[src/rtl/xout_accum.sv]
// xout_accum: groups an unsigned sample stream into COUNT-sample blocks and emits each block's sum and maximum
module xout_accum #(
    parameter int COUNT = 4,
    parameter int NBITS = 8,
    parameter int SBITS = 16
) (
    input  logic             CLK,
    input  logic             RST,
    input  logic [NBITS-1:0] XIN,
    input  logic             XIN_VALID,
    output logic             XIN_READY,
    output logic [SBITS-1:0] SUM,
    output logic [NBITS-1:0] MAXV,
    output logic             OUT_VALID,
    input  logic             OUT_READY
);
    localparam int CW = (COUNT > 1) ? $clog2(COUNT) : 1;
    localparam logic [CW-1:0] LAST = CW'(COUNT - 1);

    typedef enum logic {FILL, STALL} state_t;

    state_t           state, state_n;
    logic [SBITS-1:0] acc, st_sum, blk_sum;
    logic [NBITS-1:0] mx, st_max, blk_max;
    logic [CW-1:0]    cnt;
    logic             take, pop, done, to_out, to_st, from_st;

    assign take    = XIN_VALID && XIN_READY;
    assign pop     = OUT_VALID && OUT_READY;
    assign done    = take && (cnt == LAST);
    assign blk_sum = acc + SBITS'(XIN);
    assign blk_max = (XIN > mx) ? XIN : mx;

    // next state and routing of a finished block: straight to the output slot, or parked in staging
    always_comb begin
        state_n = state;
        to_out  = 1'b0;
        to_st   = 1'b0;
        from_st = 1'b0;
        if (state == FILL) begin
            to_out  = done && (!OUT_VALID || pop);
            to_st   = done && OUT_VALID && !pop;
            state_n = to_st ? STALL : FILL;
        end else begin
            from_st = pop;
            state_n = pop ? FILL : STALL;
        end
    end

    // state register; ready is registered so it stays low through reset and never depends on OUT_READY
    always_ff @(posedge CLK) begin
        if (RST) begin
            state     <= FILL;
            XIN_READY <= 1'b0;
        end else begin
            state     <= state_n;
            XIN_READY <= (state_n == FILL);
        end
    end

    // running sum, max and sample count of the block being filled
    always_ff @(posedge CLK) begin
        if (RST || done) begin
            acc <= '0;
            mx  <= '0;
            cnt <= '0;
        end else if (take) begin
            acc <= blk_sum;
            mx  <= blk_max;
            cnt <= cnt + 1'b1;
        end
    end

    // output slot and staging slot; the output holds while the consumer stalls
    always_ff @(posedge CLK) begin
        if (RST) begin
            SUM       <= '0;
            MAXV      <= '0;
            OUT_VALID <= 1'b0;
            st_sum    <= '0;
            st_max    <= '0;
        end else begin
            if (to_out) begin
                SUM       <= blk_sum;
                MAXV      <= blk_max;
                OUT_VALID <= 1'b1;
            end else if (from_st) begin
                SUM  <= st_sum;
                MAXV <= st_max;
            end else if (pop) begin
                OUT_VALID <= 1'b0;
            end
            if (to_st) begin
                st_sum <= blk_sum;
                st_max <= blk_max;
            end
        end
    end
endmodule

[config.mk]
export PLATFORM = sky130hd
export DESIGN_NAME = xout_accum
export DESIGN_NICKNAME = d
export VERILOG_FILES = /design/src/rtl/xout_accum.sv
export SDC_FILE = /design/constraint.sdc
export NUM_CORES = 1
export LEC_CHECK = 0
export CORE_MARGIN = 4
export CORE_UTILIZATION = 35
export CTS_CLUSTER_DIAMETER = 40
export CTS_CLUSTER_SIZE = 10
export DETAILED_ROUTE_END_ITERATION = 12
export SKIP_CTS_REPAIR_TIMING = 1
export SKIP_LAST_GASP = 1
export SLEW_MARGIN = 20
export SYNTH_ARGS = -nofsm -noshare
export SYNTH_HDL_FRONTEND = slang
export SYNTH_SLANG_ARGS = --single-unit
export TNS_END_PERCENT = 5
[constraint.sdc]
create_clock -name CLK -period 2.2 [get_ports CLK]
set_clock_uncertainty 0.05 [all_clocks]
set_input_delay 0.44 -clock CLK [delete_from_list [all_inputs] [get_ports CLK]]
set_output_delay 0.44 -clock CLK [all_outputs]
set_load 0.005 [all_outputs]
== Word level (Yosys, flattened, before mapping) ==
Cells that the tools add are included.

* Word-level logic and storage cells: 43
* Register bits: 77

* Multiplexer cells: 14
* Reductions and logical operators: 13
* Equality and inequality tests: 2
* Add/sub/neg operators: 2
* Bitwise logic cells: 1
* $lt $le $gt $ge: 1

{| class="wikitable"
|+ Operator list
! operator !! count
|-
| 16-bit two-way mux || 2
|-
| 8-bit two-way mux || 3
|-
| 16-bit by 8-bit adder with 16-bit output || 1
|-
| 1-bit two-way mux || 9
|-
| 8-bit > comparator || 1
|-
| 1-bit logical AND || 6
|-
| 2-bit nonzero test || 2
|-
| 2-bit by 1-bit adder with 2-bit output (second input constant) || 1
|-
| 2-bit == test (second input constant) || 1
|-
| 1-bit zero test || 2
|-
| 1-bit logical OR || 2
|-
| 2-bit inequality test (second input constant) || 1
|-
| 2-bit AND reduction || 1
|-
| 1-bit inverter || 1
|}

== Depth between registers and ports, before layout ==
* Word-level depth: 7
* Gate-level depth with buffers: 9

== Least setup slack after synthesis ==
No wires, ideal clock.

* Path type: in2reg
* Start point: input XIN[0]
* End point: register acc[12]
* Path buffers: 0
* Cell stages on the path: 8
* Setup slack: -20 ps
* Required time: 2091 ps
* Setup time: 59 ps
* Data arrival time: 2111 ps
* Cells stage by stage: ha_1 fa_1 a211oi_1 or3_4 a21oi_4 nand2_2 or4_1 nand2_1

* Word-level cells in the longest chain between the ends: 1

{| class="wikitable"
|+ RTL lines
! element !! RTL line !! source
|-
| from (decl) || 9 || <nowiki>input logic [NBITS-1:0] XIN,</nowiki>
|-
| 16-bit by 8-bit adder with 16-bit output || 31 || <nowiki>assign blk_sum = acc + SBITS'(XIN);</nowiki>
|-
| to (signal assigned) || 68 || <nowiki>acc <= blk_sum;</nowiki>
|-
| to (decl) || 23 || <nowiki>logic [SBITS-1:0] acc, st_sum, blk_sum;</nowiki>
|}

Every way passes these cells.
A chain may end at the register's enable or synchronous reset.

== Worst setup path after layout ==
* Start point: register mx[7]
* End point: register MAXV[6]

* Word-level cells in the longest chain between the ends: 3

{| class="wikitable"
|+ RTL lines
! element !! RTL line !! source
|-
| from (decl) || 24 || <nowiki>logic [NBITS-1:0] mx, st_max, blk_max;</nowiki>
|-
| from (signal assigned) || 69 || <nowiki>mx <= blk_max;</nowiki>
|-
| 8-bit > comparator || 32 || <nowiki>assign blk_max = (XIN > mx) ? XIN : mx;</nowiki>
|-
| 8-bit two-way mux || 32 ||
|-
| 8-bit two-way mux || 83 || <nowiki>if (to_out) begin</nowiki>
|-
| to (signal assigned) || 85 || <nowiki>MAXV <= blk_max;</nowiki>
|-
| to (signal assigned) || 89 || <nowiki>MAXV <= st_max;</nowiki>
|-
| to (decl) || 13 || <nowiki>output logic [NBITS-1:0] MAXV,</nowiki>
|}

Every way passes these cells.

==> impl_metrics.json <==
{
  "worst_hold_slack_ns": 0.2938,
  "fin_util_pct": 50.13,
  "place.gp.congestion": 0.8697,
  "grt_pass1_vias": 3424,
  "hold_viol": 0,
  "post-route-drc-count": 0,
  "die_x_um": 111.8,
  "syn_inst": 453,
  "synthMuxAreaShare_pct": 1.062,
  "grt_pass1_wl_mm": 17.10,
  "dieArea_um2": 12500,
  "yosysWarnings": 0,
  "ys_ff_latch": 77,
  "maxSlewHeadroom_pct": 74.27,
  "synth_top_family_by_area": "compound AO/OA/AOI/OAI gates",
  "start_util_pct": 36.19,
  "syn_avg_cell_area_um2": 8.322,
  "synth_fa_ha_area_share_pct": 6.173,
  "synth_nets": 483,
  "n_antenna_cell": 0,
  "avgViaCountPerCell": 5.259,
  "cts_max_level": 3,
  "cts_tree": "done",
  "syn_area_um2": 3770,
  "globalRoute.totalOverflow": 0,
  "antenna_found_initial": 0,
  "cts.sinks": 77,
  "rsz0062_at_grt": "true",
  "cp-start-kind": "flop",
  "async_flop_share_pct": 0,
  "die-height_um": 111.8,
  "nets": 568,
  "drive_above_1_share_pct": 21.92,
  "cap_violations": 0,
  "worstSetupPathType": "reg2reg",
  "area_growth_pct": 38.50,
  "irDropWorstVdd_mv": 0.3662,
  "grt_start_max_net_pins": 28,
  "avgRoutedWirePerCell_um": 15.40,
  "yosysUniqueCellTypes": 52,
  "coreArea_um2": 10420,
  "powerDensity_nw_per_um2": 662.6,
  "drtPass1Iterations": 4,
  "p_leak_nw": 1.945,
  "clkTransAtPathRegs_ns": 0.08,
  "period_share_pct": 98.66,
  "tns_ns": 0,
  "drtIter0Drc": 203,
  "fmax_mhz": 460.7,
  "post-dp-hpwl_mm": 7.621,
  "seq_area_frac_synth_pct": 40.89,
  "clockBufferDepth": 2,
  "crit_fanout": 4,
  "status": "finished, final reports clean",
  "tightest_slew_ns": 0.3832,
  "wl_mm": 10.46,
  "grtUsageTotal_pct": 16.79,
  "synth_area_leaders": "dfxtp_1 41%, nand2_1 6.9%, a21oi_1 6.4%",
  "insertion_delay_ns": 0.36,
  "synthXorXnorAreaFrac_pct": 4.182,
  "cts_buffers": 9,
  "port-buffer-count": 37,
  "num-fill-cells": 995,
  "setup_slack_ns": 0.02955,
  "synth_compound_area_share_pct": 24.06,
  "finalSetupViolations": 0,
  "cts_root_buffer": "clkbuf_8",
  "io_pins": 38,
  "period_minus_slack_ns": 2.170,
  "cp.arrival_ns": 2.37,
  "synth_top_cell_area_share_pct": 40.89,
  "totalPowerFinal_mw": 3.460,
  "holdCritPathClass": "in2reg",
  "drv_slew": 0,
  "pre_cts_slack_ns": -0.7563,
  "vias": 3571,
  "final_antenna_net_count": 0,
  "rows": 37,
  "worst_setup_path_end_kind": "flop",
  "synth.largest_area_cell": "dfxtp_1",
  "crit_required_ns": 2.40,
  "synth_top_flop_cell": "dfxtp_1",
  "synth_edf_count": 0,
  "yosys.area_share.simple_pct": 20.01
}
## metrics by stage
step / cells / area [um2]
CTS: 677 / 4981
finish: 679 / 5221
floorplan: 453 / 3785
detailed placement: 661 / 4695
global placement: 661 / 4695
global route: 679 / 5221
## layout by cell type (no fill, tap or decap), types with 4 or more instances in the layout
cell type / count
clkbuf_8: 9
nand3_1: 17
ha_4: 10
nor2b_1: 5
o21ai_0: 10
dlymetal6s2s_1: 8
o211ai_1: 6
a21oi_1: 45
nor2_1: 34
clkdlybuf4s50_1: 28
a22oi_1: 10
o22ai_1: 6
nand2_1: 69
mux2i_1: 4
inv_1: 10
buf_4: 61
ha_1: 7
xnor2_1: 7
a21o_1: 6
nand3b_1: 4
nand4_1: 5
xor2_1: 8
a211oi_1: 11
dfxtp_1: 74
bufinv_16: 5
and3_1: 6
a31o_2: 4
o31ai_1: 9
## where the power goes
| part | switching [mW] | leakage (nW) | total, mW | internal, mW |
|---|---|---|---|---|
| clock | 0.540 | 0.141 | 1.53 | 0.986 |
| combinational | 0.258 | 1.18 | 0.497 | 0.240 |
| sequential | 0.0205 | 0.624 | 1.44 | 1.42 |
| total | 0.818 | 1.94 | 3.46 | 2.64 |
## cells by family (layout without fill, tap and decap cells)
logic type,Yosys count,after routing
AOI/OAI and AO/OA,137,137
muxes,4,4
and+or+nand+nor,163,163
buffers and inverters,36,126
adders and majority gates,18,18
DFF,77,77
xor gates and xnor gates,18,18
## path summary, 6_finish.rpt
check | end | slack, ns | cells after the start | from
worst max-delay path | MAXV[6] | 0.03 | 10 | mx[7]
worst min-delay path | SUM[12] | 0.29 | 2 | RST
worst max register to register | MAXV[6] | 0.03 | 10 | mx[7]
worst min register to register | SUM[1] | 0.41 | 2 | SUM[1]
## cells in the mapped netlist, types with 6 or more instances
master,count
dfxtp_1,77
nand2_1,69
a21oi_1,48
nor2_1,37
clkbuf_1,24
ha_1,17
nand3_1,17
a211oi_1,14
a22oi_1,11
inv_1,10
o21ai_0,10
xor2_1,10
o31ai_1,9
xnor2_1,8
a21o_1,6
and3_1,6
o211ai_1,6
o22ai_1,6
## final cells by class
| cell class | count | area, um2 | share of cell area (%) |
|---|---|---|---|
| Clock buffer | 10 | 127.6 | 2.444 |
| Clock inverter | 6 | 158.9 | 3.043 |
| Inverter | 10 | 37.54 | 0.7189 |
| Multi-Input combinational cell | 340 | 2298 | 44.02 |
| Sequential cell | 77 | 1545 | 29.59 |
| Tap cell | 136 | 170.2 | 3.259 |
| Timing Repair Buffer | 100 | 883.3 | 16.92 |
## sequential cells by signal, indices dropped and copies added (netlist names)
| register | count |
|---|---|
| st_sum | 16 |
| state | 1 |
| MAXV | 8 |
| OUT_VALID | 1 |
| SUM | 16 |
| XIN_READY | 1 |
| st_max | 8 |
| cnt | 2 |
| acc | 16 |
| mx | 8 |
## layer usage
metal	GRT usage, %	routed length (um)	vias to the layer above
li1	-	-	1799
met1	22.44	4980	1709
met2	26.74	4884	53
met3	4.022	466	10
met4	5.353	123	0
met5	0	0	-
## worst max-delay path, cell delays in order (launching register included)
cell and delay (ns):
dfxtp_1 0.35, inv_1 0.09, ha_4 0.29, nand4_1 0.20, o211ai_1 0.16, o21ai_1 0.11, buf_4 0.16, buf_4 0.14
a22oi_1 0.21, a21oi_1 0.11, o21ba_2 0.20
Power figures use the tool's default switching activity.
